--- src/rtl/rx_frontend_cfg_pkg.sv ---
// Shared types and helpers for the configurable UART receive front end.
package rx_frontend_cfg_pkg;

    typedef enum logic [2:0] {
        IDLE      = 3'd0,
        START     = 3'd1,
        DATA      = 3'd2,
        PARITY    = 3'd3,
        STOP      = 3'd4,
        WAIT_IDLE = 3'd5
    } rx_state_e;

    localparam logic [1:0] PAR_NONE = 2'b00;
    localparam logic [1:0] PAR_EVEN = 2'b01;
    localparam logic [1:0] PAR_ODD  = 2'b10;

    typedef struct packed {
        logic [3:0] data_bits;
        logic [1:0] parity_mode;
        logic       stop2;
    } rx_cfg_t;

    // Clamp the requested word length into 5..9 and then to the physical width.
    function automatic logic [3:0] clamp_data_bits(input logic [3:0] req,
                                                   input logic [3:0] max_bits);
        logic [3:0] v;
        if (req < 4'd5) begin
            v = 4'd5;
        end else if (req > 4'd9) begin
            v = 4'd9;
        end else begin
            v = req;
        end
        if (v > max_bits) begin
            v = max_bits;
        end else begin
            v = v;
        end
        return v;
    endfunction

    function automatic logic parity_enabled(input logic [1:0] mode);
        return (mode == PAR_EVEN) || (mode == PAR_ODD);
    endfunction

    function automatic logic majority3(input logic a, input logic b, input logic c);
        return (a & b) | (a & c) | (b & c);
    endfunction

endpackage

--- src/rtl/rx_frontend_cfg_tick.sv ---
// Sample-tick divider: restartable down-counter plus per-bit tick index.
module rx_tick_gen #(
    parameter int OVERSAMPLE = 16,
    parameter int CLK_DIV_W  = 16,
    parameter int IDX_W      = $clog2(OVERSAMPLE)
) (
    input  logic                 i_clk,
    input  logic                 i_rst_n,
    input  logic                 i_restart,
    input  logic [CLK_DIV_W-1:0] i_clk_div,
    output logic                 o_tick,
    output logic [IDX_W-1:0]     o_tick_idx
);

    localparam logic [IDX_W-1:0] LAST_IDX = IDX_W'(OVERSAMPLE - 1);

    logic [CLK_DIV_W-1:0] r_cnt;
    logic [CLK_DIV_W-1:0] w_reload;
    logic                 r_tick;
    logic [IDX_W-1:0]     r_idx;

    // A divider of 0 behaves as 1 so the counter can never stall.
    assign w_reload = (i_clk_div == '0) ? {CLK_DIV_W{1'b0}} : (i_clk_div - CLK_DIV_W'(1));

    // Down-counter emitting one tick per reload; index names the tick currently high.
    always_ff @(posedge i_clk or negedge i_rst_n) begin
        if (!i_rst_n) begin
            r_cnt  <= '0;
            r_tick <= 1'b0;
            r_idx  <= '0;
        end else if (i_restart) begin
            r_cnt  <= w_reload;
            r_tick <= 1'b0;
            r_idx  <= '0;
        end else begin
            if (r_cnt == '0) begin
                r_cnt  <= w_reload;
                r_tick <= 1'b1;
            end else begin
                r_cnt  <= r_cnt - CLK_DIV_W'(1);
                r_tick <= 1'b0;
            end
            if (r_tick) begin
                r_idx <= (r_idx == LAST_IDX) ? {IDX_W{1'b0}} : (r_idx + IDX_W'(1));
            end else begin
                r_idx <= r_idx;
            end
        end
    end

    assign o_tick     = r_tick;
    assign o_tick_idx = r_idx;

endmodule

--- src/rtl/rx_frontend_cfg.sv ---
// Configurable UART receive front end: synchronise, oversample, majority-vote, deframe.
module rx_frontend_cfg
    import rx_frontend_cfg_pkg::*;
#(
    parameter int OVERSAMPLE    = 16,
    parameter int MAX_DATA_BITS = 9,
    parameter int CLK_DIV_W     = 16
) (
    input  logic                     clk_i,
    input  logic                     rst_ni,
    input  logic [CLK_DIV_W-1:0]     clk_div_i,
    input  logic [3:0]               data_bits_i,
    input  logic [1:0]               parity_mode_i,
    input  logic                     stop_bits_i,
    input  logic                     uart_rx_i,
    output logic [MAX_DATA_BITS-1:0] data_o,
    output logic                     parity_err_o,
    output logic                     frame_err_o,
    output logic                     break_o,
    output logic                     output_valid_o
);

    localparam int               IDX_W  = $clog2(OVERSAMPLE);
    localparam logic [IDX_W-1:0] SAMP_A = IDX_W'(OVERSAMPLE / 2 - 1);
    localparam logic [IDX_W-1:0] SAMP_B = IDX_W'(OVERSAMPLE / 2);
    localparam logic [IDX_W-1:0] SAMP_C = IDX_W'(OVERSAMPLE / 2 + 1);

    rx_state_e state_q;
    rx_state_e w_state_d;

    logic r_sync1, r_sync2, r_sync3;
    logic w_fall;
    logic w_tick;
    logic [IDX_W-1:0] w_tick_idx;
    logic [1:0] r_samp;
    logic w_vote_valid, w_vote;
    logic w_restart, w_emit;

    rx_cfg_t                  r_cfg;
    logic [3:0]               r_bit_cnt;
    logic [MAX_DATA_BITS-1:0] r_shift;
    logic                     r_par_acc, r_par_err, r_frame_err, r_any_one, r_stop_seen;

    logic [MAX_DATA_BITS-1:0] r_data;
    logic                     r_pe, r_fe, r_brk, r_valid;

    // Two-flop synchroniser plus edge register, all idling high.
    always_ff @(posedge clk_i or negedge rst_ni) begin
        if (!rst_ni) begin
            r_sync1 <= 1'b1;
            r_sync2 <= 1'b1;
            r_sync3 <= 1'b1;
        end else begin
            r_sync1 <= uart_rx_i;
            r_sync2 <= r_sync1;
            r_sync3 <= r_sync2;
        end
    end

    assign w_fall = r_sync3 & ~r_sync2;

    rx_tick_gen #(
        .OVERSAMPLE (OVERSAMPLE),
        .CLK_DIV_W  (CLK_DIV_W),
        .IDX_W      (IDX_W)
    ) u_tick (
        .i_clk      (clk_i),
        .i_rst_n    (rst_ni),
        .i_restart  (w_restart),
        .i_clk_div  (clk_div_i),
        .o_tick     (w_tick),
        .o_tick_idx (w_tick_idx)
    );

    // Capture the first two mid-bit samples; the third is taken live at the vote tick.
    always_ff @(posedge clk_i or negedge rst_ni) begin
        if (!rst_ni) begin
            r_samp <= 2'b11;
        end else if (w_tick && (w_tick_idx == SAMP_A)) begin
            r_samp[0] <= r_sync2;
        end else if (w_tick && (w_tick_idx == SAMP_B)) begin
            r_samp[1] <= r_sync2;
        end else begin
            r_samp <= r_samp;
        end
    end

    assign w_vote_valid = w_tick && (w_tick_idx == SAMP_C);
    assign w_vote       = majority3(r_samp[0], r_samp[1], r_sync2);

    // State register.
    always_ff @(posedge clk_i or negedge rst_ni) begin
        if (!rst_ni) begin
            state_q <= IDLE;
        end else begin
            state_q <= w_state_d;
        end
    end

    // Next-state logic and the restart/emit strobes.
    always_comb begin
        w_state_d = state_q;
        w_restart = 1'b0;
        w_emit    = 1'b0;
        case (state_q)
            IDLE: begin
                if (w_fall) begin
                    w_state_d = START;
                    w_restart = 1'b1;
                end else begin
                    w_state_d = IDLE;
                end
            end
            START: begin
                if (w_vote_valid) begin
                    w_state_d = w_vote ? IDLE : DATA;
                end else begin
                    w_state_d = START;
                end
            end
            DATA: begin
                if (w_vote_valid && (r_bit_cnt == (r_cfg.data_bits - 4'd1))) begin
                    w_state_d = parity_enabled(r_cfg.parity_mode) ? PARITY : STOP;
                end else begin
                    w_state_d = DATA;
                end
            end
            PARITY: begin
                if (w_vote_valid) begin
                    w_state_d = STOP;
                end else begin
                    w_state_d = PARITY;
                end
            end
            STOP: begin
                if (w_vote_valid && (!r_cfg.stop2 || r_stop_seen)) begin
                    w_emit    = 1'b1;
                    w_state_d = (r_frame_err || !w_vote) ? WAIT_IDLE : IDLE;
                end else begin
                    w_state_d = STOP;
                end
            end
            WAIT_IDLE: begin
                if (r_sync2) begin
                    w_state_d = IDLE;
                end else begin
                    w_state_d = WAIT_IDLE;
                end
            end
            default: begin
                w_state_d = IDLE;
            end
        endcase
    end

    // Frame datapath: config capture, LSB-first shift, parity and stop tracking.
    always_ff @(posedge clk_i or negedge rst_ni) begin
        if (!rst_ni) begin
            r_cfg       <= '0;
            r_bit_cnt   <= 4'd0;
            r_shift     <= '0;
            r_par_acc   <= 1'b0;
            r_par_err   <= 1'b0;
            r_frame_err <= 1'b0;
            r_any_one   <= 1'b0;
            r_stop_seen <= 1'b0;
        end else if (w_restart) begin
            r_cfg.data_bits   <= clamp_data_bits(data_bits_i, 4'(MAX_DATA_BITS));
            r_cfg.parity_mode <= parity_mode_i;
            r_cfg.stop2       <= stop_bits_i;
            r_bit_cnt         <= 4'd0;
            r_shift           <= '0;
            r_par_acc         <= 1'b0;
            r_par_err         <= 1'b0;
            r_frame_err       <= 1'b0;
            r_any_one         <= 1'b0;
            r_stop_seen       <= 1'b0;
        end else if (w_vote_valid) begin
            case (state_q)
                DATA: begin
                    r_shift[r_bit_cnt] <= w_vote;
                    r_bit_cnt          <= r_bit_cnt + 4'd1;
                    r_par_acc          <= r_par_acc ^ w_vote;
                    r_any_one          <= r_any_one | w_vote;
                end
                PARITY: begin
                    r_par_err <= w_vote ^ r_par_acc ^ (r_cfg.parity_mode == PAR_ODD);
                    r_any_one <= r_any_one | w_vote;
                end
                STOP: begin
                    r_stop_seen <= 1'b1;
                    r_frame_err <= r_frame_err | ~w_vote;
                    // Only the first stop bit participates in break detection.
                    r_any_one   <= r_any_one | (w_vote & ~r_stop_seen);
                end
                default: begin
                    r_bit_cnt <= r_bit_cnt;
                end
            endcase
        end else begin
            r_bit_cnt <= r_bit_cnt;
        end
    end

    // Registered result word and flags, updated only when a frame completes.
    always_ff @(posedge clk_i or negedge rst_ni) begin
        if (!rst_ni) begin
            r_data  <= '0;
            r_pe    <= 1'b0;
            r_fe    <= 1'b0;
            r_brk   <= 1'b0;
            r_valid <= 1'b0;
        end else begin
            r_valid <= w_emit;
            if (w_emit) begin
                r_data <= r_shift;
                r_pe   <= r_par_err;
                r_fe   <= r_frame_err | ~w_vote;
                r_brk  <= ~(r_any_one | (w_vote & ~r_stop_seen));
            end else begin
                r_data <= r_data;
            end
        end
    end

    assign data_o         = r_data;
    assign parity_err_o   = r_pe;
    assign frame_err_o    = r_fe;
    assign break_o        = r_brk;
    assign output_valid_o = r_valid;

endmodule

--- config.mk ---
export PLATFORM = sky130hd
export DESIGN_NAME = rx_frontend_cfg
export DESIGN_NICKNAME = d
export VERILOG_FILES = /design/src/rtl/rx_frontend_cfg_pkg.sv /design/src/rtl/rx_frontend_cfg_tick.sv /design/src/rtl/rx_frontend_cfg.sv
export SDC_FILE = /design/constraint.sdc
export NUM_CORES = 1
export LEC_CHECK = 0
export ABC_CLOCK_PERIOD_IN_PS = 2800
export BUFFER_PORTS_ARGS = -buffer_cell sky130_fd_sc_hd__buf_4
export CELL_PAD_IN_SITES_DETAIL_PLACEMENT = 2
export CELL_PAD_IN_SITES_GLOBAL_PLACEMENT = 2
export CORE_ASPECT_RATIO = 0.8
export CORE_UTILIZATION = 33
export CTS_BUF_LIST = sky130_fd_sc_hd__clkbuf_4 sky130_fd_sc_hd__clkbuf_8 sky130_fd_sc_hd__clkbuf_16
export DETAILED_ROUTE_END_ITERATION = 10
export PLACE_DENSITY_LB_ADDON = 0.1
export SYNTH_ARGS = -nofsm -noshare
export SYNTH_HDL_FRONTEND = slang
export SYNTH_HIERARCHICAL = 1
export SYNTH_SLANG_ARGS = --single-unit
--- constraint.sdc ---
create_clock -name clk_i -period 2.8 [get_ports clk_i]
set_input_delay 0.28 -clock clk_i [delete_from_list [all_inputs] [get_ports clk_i]]
set_output_delay 0.28 -clock clk_i [all_outputs]
set_load 0.01 [all_outputs]
* Word-level counts from Yosys, hierarchy flattened
Index checks and enable logic that the tools add are counted.
** Cells by class
- Magnitude comparators :: 5
- Reductions and logical operators :: 26
- Muxes and demuxes :: 50
- Add/subtract/negate cells :: 5
- Equal/unequal tests :: 12
- Bitwise gates (word level) :: 17
** Operators by type and width (number)
- two-way mux 16 bit :: 3
- two-way mux 4 bit :: 10
- zero test 16 bit :: 2
- subtractor 16 x 1 -> 16 bit (second input constant) :: 2
- two-way mux 9 bit :: 3
- two-way mux 1 bit :: 22
- two-way mux 3 bit :: 6
- case mux 3 bit (6 select lines) :: 1
- equality test 4 bit (second input constant) :: 3
- AND reduction 2 bit :: 5
- nonzero test 2 bit :: 5
- bitwise mux 9 bit :: 1
- adder 4 x 1 -> 4 bit (second input constant) :: 2
- greater-than comparator 4 bit (second input constant) :: 2
- equality test 3 x 2 -> 1 bit (second input constant) :: 2
- equality test 3 bit (second input constant) :: 2
- logical AND 1 bit :: 6
- AND 1 bit :: 5
- < comparator 4 x 5 -> 1 bit (second input constant) :: 1
- NOT 1 bit :: 5
- bitwise OR 1 bit :: 5
- demux 1 bit (select 4 bit) :: 1
- equality test 4 x 3 -> 1 bit (second input constant) :: 1
- equality test 4 bit :: 1
- 14 further kinds :: 19
** Word-level totals
- Input port bits :: 26
- Output and inout bits :: 13
- Logic and storage cells :: 139
- Register bits :: 67

* Longest topological paths before layout
- Depth in word-level cells :: 8
- Mapped depth :: 10
- Mapped depth without buffers :: 7

* Modules after synthesis
The synthesis kept the hierarchy.
** Modules (own cells, without submodules)
- rx_frontend_cfg :: cells an instance 218, instances 1, area an instance 2363.5 sq um, seq. area each 1157.4 sq um
- rx_tick_gen :: cells an instance 146, instances 1, area an instance 1437.6 sq um, seq. area each 525.5 sq um

* Worst setup path before layout
No wires, ideal clock.
- Kind :: reg2reg
- Start point :: reg state_q[1]
- End point :: reg u_tick.r_cnt[10]
- Cell stages (with the launch flop) :: 11
- Clock period less this slack :: 2017 ps
- Path buffers :: 4
- Library setup time :: 80 ps
- Setup slack :: 783 ps
- Arrival time :: 1937 ps
- Path through :: dfrtp_1 buf_2 nor4_1 nand2_1 inv_2 clkbuf_1 a41o_1 buf_6 nand2_4 buf_6 o22ai_2
** On the way
- Word-level cells in the longest chain between the ends :: 3
** RTL lines
- from (decl) :: RTL line rx_frontend_cfg.sv:28 : rx_state_e state_q;
- from (signal assigned) :: RTL line rx_frontend_cfg.sv:96 : state_q <= w_state_d;
- zero test 3 bit :: RTL line rx_frontend_cfg.sv:105 : case (state_q)
- two-way mux 1 bit :: RTL line rx_frontend_cfg.sv:105
- via w_restart :: RTL line rx_frontend_cfg.sv:37 : logic w_restart, w_emit;
- two-way mux 16 bit :: RTL line rx_frontend_cfg_tick.sv:31 : end else if (i_restart) begin
- to (signal assigned) :: RTL line rx_frontend_cfg_tick.sv:32 : r_cnt <= w_reload;
- to (signal assigned) :: RTL line rx_frontend_cfg_tick.sv:37 : r_cnt <= w_reload;
- to (signal assigned) :: RTL line rx_frontend_cfg_tick.sv:40 : r_cnt <= r_cnt - CLK_DIV_W'(1);
- to (decl) :: RTL line rx_frontend_cfg_tick.sv:17 : logic [CLK_DIV_W-1:0] r_cnt;
The timed path passes the listed nets, and every way through them passes these cells.
A chain may end at the register's enable or synchronous reset.

* Worst setup path after layout
- Start point :: reg u_tick.r_idx[1] (netlist: u_tick/o_tick_idx[1])
- End point :: reg r_data[3] (netlist: data_o[3])
** On the way
- Word-level cells in the longest chain between the ends :: 5
** RTL lines
- from (decl) :: RTL line rx_frontend_cfg_tick.sv:20 : logic [IDX_W-1:0] r_idx;
- from (signal assigned) :: RTL line rx_frontend_cfg_tick.sv:44 : r_idx <= (r_idx == LAST_IDX) ? {IDX_W{1'b0}} : (r_idx + IDX_W'(1));
- from (signal assigned) :: RTL line rx_frontend_cfg_tick.sv:46 : r_idx <= r_idx;
- equality test 4 bit :: RTL line rx_frontend_cfg.sv:88 : assign w_vote_valid = w_tick && (w_tick_idx == SAMP_C);
- logical AND 1 bit :: RTL line rx_frontend_cfg.sv:88
- logical AND 1 bit :: RTL line rx_frontend_cfg.sv:136 : if (w_vote_valid && (!r_cfg.stop2 || r_stop_seen)) begin
- two-way mux 1 bit :: RTL line rx_frontend_cfg.sv:136
- two-way mux 1 bit :: RTL line rx_frontend_cfg.sv:105
- to (signal assigned) :: RTL line rx_frontend_cfg.sv:216 : r_data <= r_shift;
- to (signal assigned) :: RTL line rx_frontend_cfg.sv:221 : r_data <= r_data;
- to (decl) :: RTL line rx_frontend_cfg.sv:44 : logic [MAX_DATA_BITS-1:0] r_data;
No other way between the ends.

==> flow_summary_export.csv <==
group,metric,value,unit
status,status,"complete, no violations",
floorplanning,io_pins,39,
sta,setup_viol,0,
clock_network,hold_buffers,0,
power,power.switching,0.000927,W
worst_setup_path,path_class,"reg2reg",
finish,antennaDiodeCount,0,
sta,fin_setup_tns,0,ns
sta,fin_crit_sh,76.8,%
worst_setup_path,start_kind,"flop",
synth,synth_enable_flop_cells,0,
sta,rsz0062_at_grt,"no",
power,leakagePower,2.05,nW
detailed_routing,antenna_left,0,
finish,drive_above_1_share,22.5,%
sta,relSlewSlack,41.7,%
floorplanning,die_x,122,um
floorplanning,design.core.area,11100,um2
finish,syn_to_final_growth,17.3,%
flow_run,timing.max_cap.violations,0,
synth,ys_ff_latch,67,
detailed_routing,drtIter0Drc,89,
sta,fmax,0.465,GHz
floorplanning,die_h,98.0,um
global_route,grt_max_degree,68,
sta,finalCriticalPeriod,2.15,ns
clock_network,cts_tree,"built",
finish,fill_cells,1178,
finish,final_cell_mix,"dfrtp_1 (62), buf_4 (45), nand2_1 (32)",
placement,dp_hpwl,7390,um
power,p_comb_share,21.6,%
floorplanning,start_util,34.4,%
sta,clock_skew,0.00338,ns
power,ir_drop,0.384,mV
global_route,grt_antenna_before_repair,0,
synth,syn_avg_cell_area,10.4,um2
sta,setup_ws,0.650,ns
clock_network,clk-insertion-delay-late,0.33,ns
worst_setup_path,crit_path_cell_trace,"and4bb_1 > nand4b_2 > buf_4 > mux2_1",
sta,timing.final.hold_violations,0,
worst_setup_path,slowest_delay,0.71,ns
finish,nNetsFinal,436,
worst_setup_path,worstPathRequired,3.02,ns
clock_network,cts_setup_buffers,0,
finish,mostFrequentLayoutCell,"dfrtp_1",
synth,syn_nets,400,
worst_setup_path,endpoint_kind,"flop",
global_route,grt_pass1_vias,3221,
global_route,grt_usage,19.4,%
synth,ys_seq_area_share,44.3,%
worst_setup_path,critPathArrivalTime,2.37,ns
global_route,grt_pass1_wl,17700,um
power,finalPower,0.00302,W
clock_network,ctsResizeCount,0,
sta,worst_slew_pin_slew,0.874,ns
detailed_routing,drc,0,
detailed_routing,wl_per_cell,18.9,um
hold_path,hp-class,"in2async",
worst_setup_path,cpMaxStageDelayCell,"and4bb_1",
finish,instances_no_fill,549,
detailed_routing,dr_total_vias,2896,
power,netSwitchingFraction,30.7,%
sta,drv_slew,0,
placement,dp.cells,533,
detailed_routing,routed_wl,10400,um
synth,synth_cell_type_count,61,
power,powerDensity,678,nW/um2
detailed_routing,dr.pass1.iters,4,
floorplanning,rows,34,
synth,async_flop_share,100,%
floorplanning,die_area,12000,um2
clock_network,ctsRootBufferMaster,"clkbuf_16",
placement,gp_congestion,0.774,
clock_network,path_clk_slew,0.06,ns
placement,place_ws,0.674,ns
clock_network,clock_sinks,67,
clock_network,cts_buffer_depth,2,
global_route,globalRouteOverflowTotal,0,
detailed_routing,viasPerCell,5.28,
synth,netlist_area,3800,um2
placement,place.port_buffers,38,
synth,ys.flop_type,"dfrtp_1",
sta,holdWs,0.0485,ns
clock_network,cts_buffers,9,
worst_setup_path,path_max_fanout,16,
clock_network,htree_levels,3,
synth,ys.warnings.count,6,
power,power_frac_seq,43.1,%
power,power.internal,0.00210,W
synth,synthCells,364,
power,p_clk_share,35.3,%
-- metrics by stage --
step	utilization, %	cell area, um2
floorplan	-	3800
global placement	37.8	4180
detailed placement	37.8	4180
CTS	40.3	4460
global route	40.3	4460
finish	40.3	4460
-- final cells by class --
type	count	area [um2]	share of cell area (%)
flip-flops and latches	67	1680	37.7
multi-input cells	259	1910	42.8
inverters	18	67.6	1.52
clock buffers	12	254	5.70
repair buffers	45	338	7.58
clock inverters	4	26.3	0.589
well taps	144	180	4.04
-- critical path: cells and delay by family, from the launching register on --
family	cells	cell delay [ns]
buffers and inverters	1	0.27
flip-flops	1	0.44
AND/OR/NAND/NOR	2	0.98
multiplexers	1	0.32
-- layer usage --
layer | track usage (%) | share of wire [%] | routed length, um | vias to the layer above
li1 | - | - | - | 1371
met4 | 5.41 | 1.1 | 110 | 0
met5 | 0 | 0 | 0 | -
met2 | 29.9 | 45 | 4710 | 26
met3 | 4.44 | 2.5 | 261 | 9
met1 | 27.1 | 51 | 5290 | 1490
-- logic make-up (layout without fill, tap and decap cells) --
group                      after synthesis  after routing  share of synthesized area (%)
buffers and inverters                   38             79                           5.50
adders and majority gates               11             11                           3.55
xor gates and xnor gates                31             31                           7.50
and+or+nand+nor                        136            136                           20.4
DFF                                     67             67                           44.3
AOI/OAI and AO/OA                       56             56                           11.3
muxes                                   25             25                           7.47
-- sequential cells by signal, summed over array words and instances (netlist names), 2 cells and up --
name	count
data_o	9
r_bit_cnt	4
r_cfg	7
r_samp	2
r_shift	9
state_q	3
u_tick/o_tick_idx	4
u_tick/r_cnt	16
-- path summary, 6_finish.rpt --
check | startpoint | endpoint | slack, ns | cells after the start
worst min-delay path | rst_ni | u_tick/r_cnt[5] | 0.05 | 1
worst max register to register | u_tick/o_tick_idx[1] | data_o[3] | 0.65 | 4
max in group asynchronous | rst_ni | r_bit_cnt[3] | 2.17 | 1
min in group clk_i | uart_rx_i | r_sync1 | 0.05 | 1
worst min register to register | r_sync1 | r_sync2 | 0.36 | 0
worst max-delay path | u_tick/o_tick_idx[1] | data_o[3] | 0.65 | 4
-- power by group through the flow --
stage	logic, W	clock network (W)	registers (W)
final	0.000654	0.00107	0.00130
after global routing	0.000735	0.00114	0.00133
after CTS	0.000667	0.00111	0.00131
after detailed placement	0.000660	0	0.00132
after global placement	0.000628	0	0.00131
after floorplan	0.000484	0	0.00127
-- Yosys cell counts, types with 10 or more instances --
master / n / area, um2
mux2i_1: 13 / 130
o22ai_2: 10 / 125
nand3_1: 11 / 55.1
nand2_1: 32 / 120
a21oi_1: 11 / 55.1
nor2_1: 26 / 97.6
xnor2_1: 18 / 158
dfrtp_1: 62 / 1550
inv_1: 17 / 63.8
xor2_1: 12 / 105
ha_1: 10 / 125
Power figures use the tool's default switching activity.
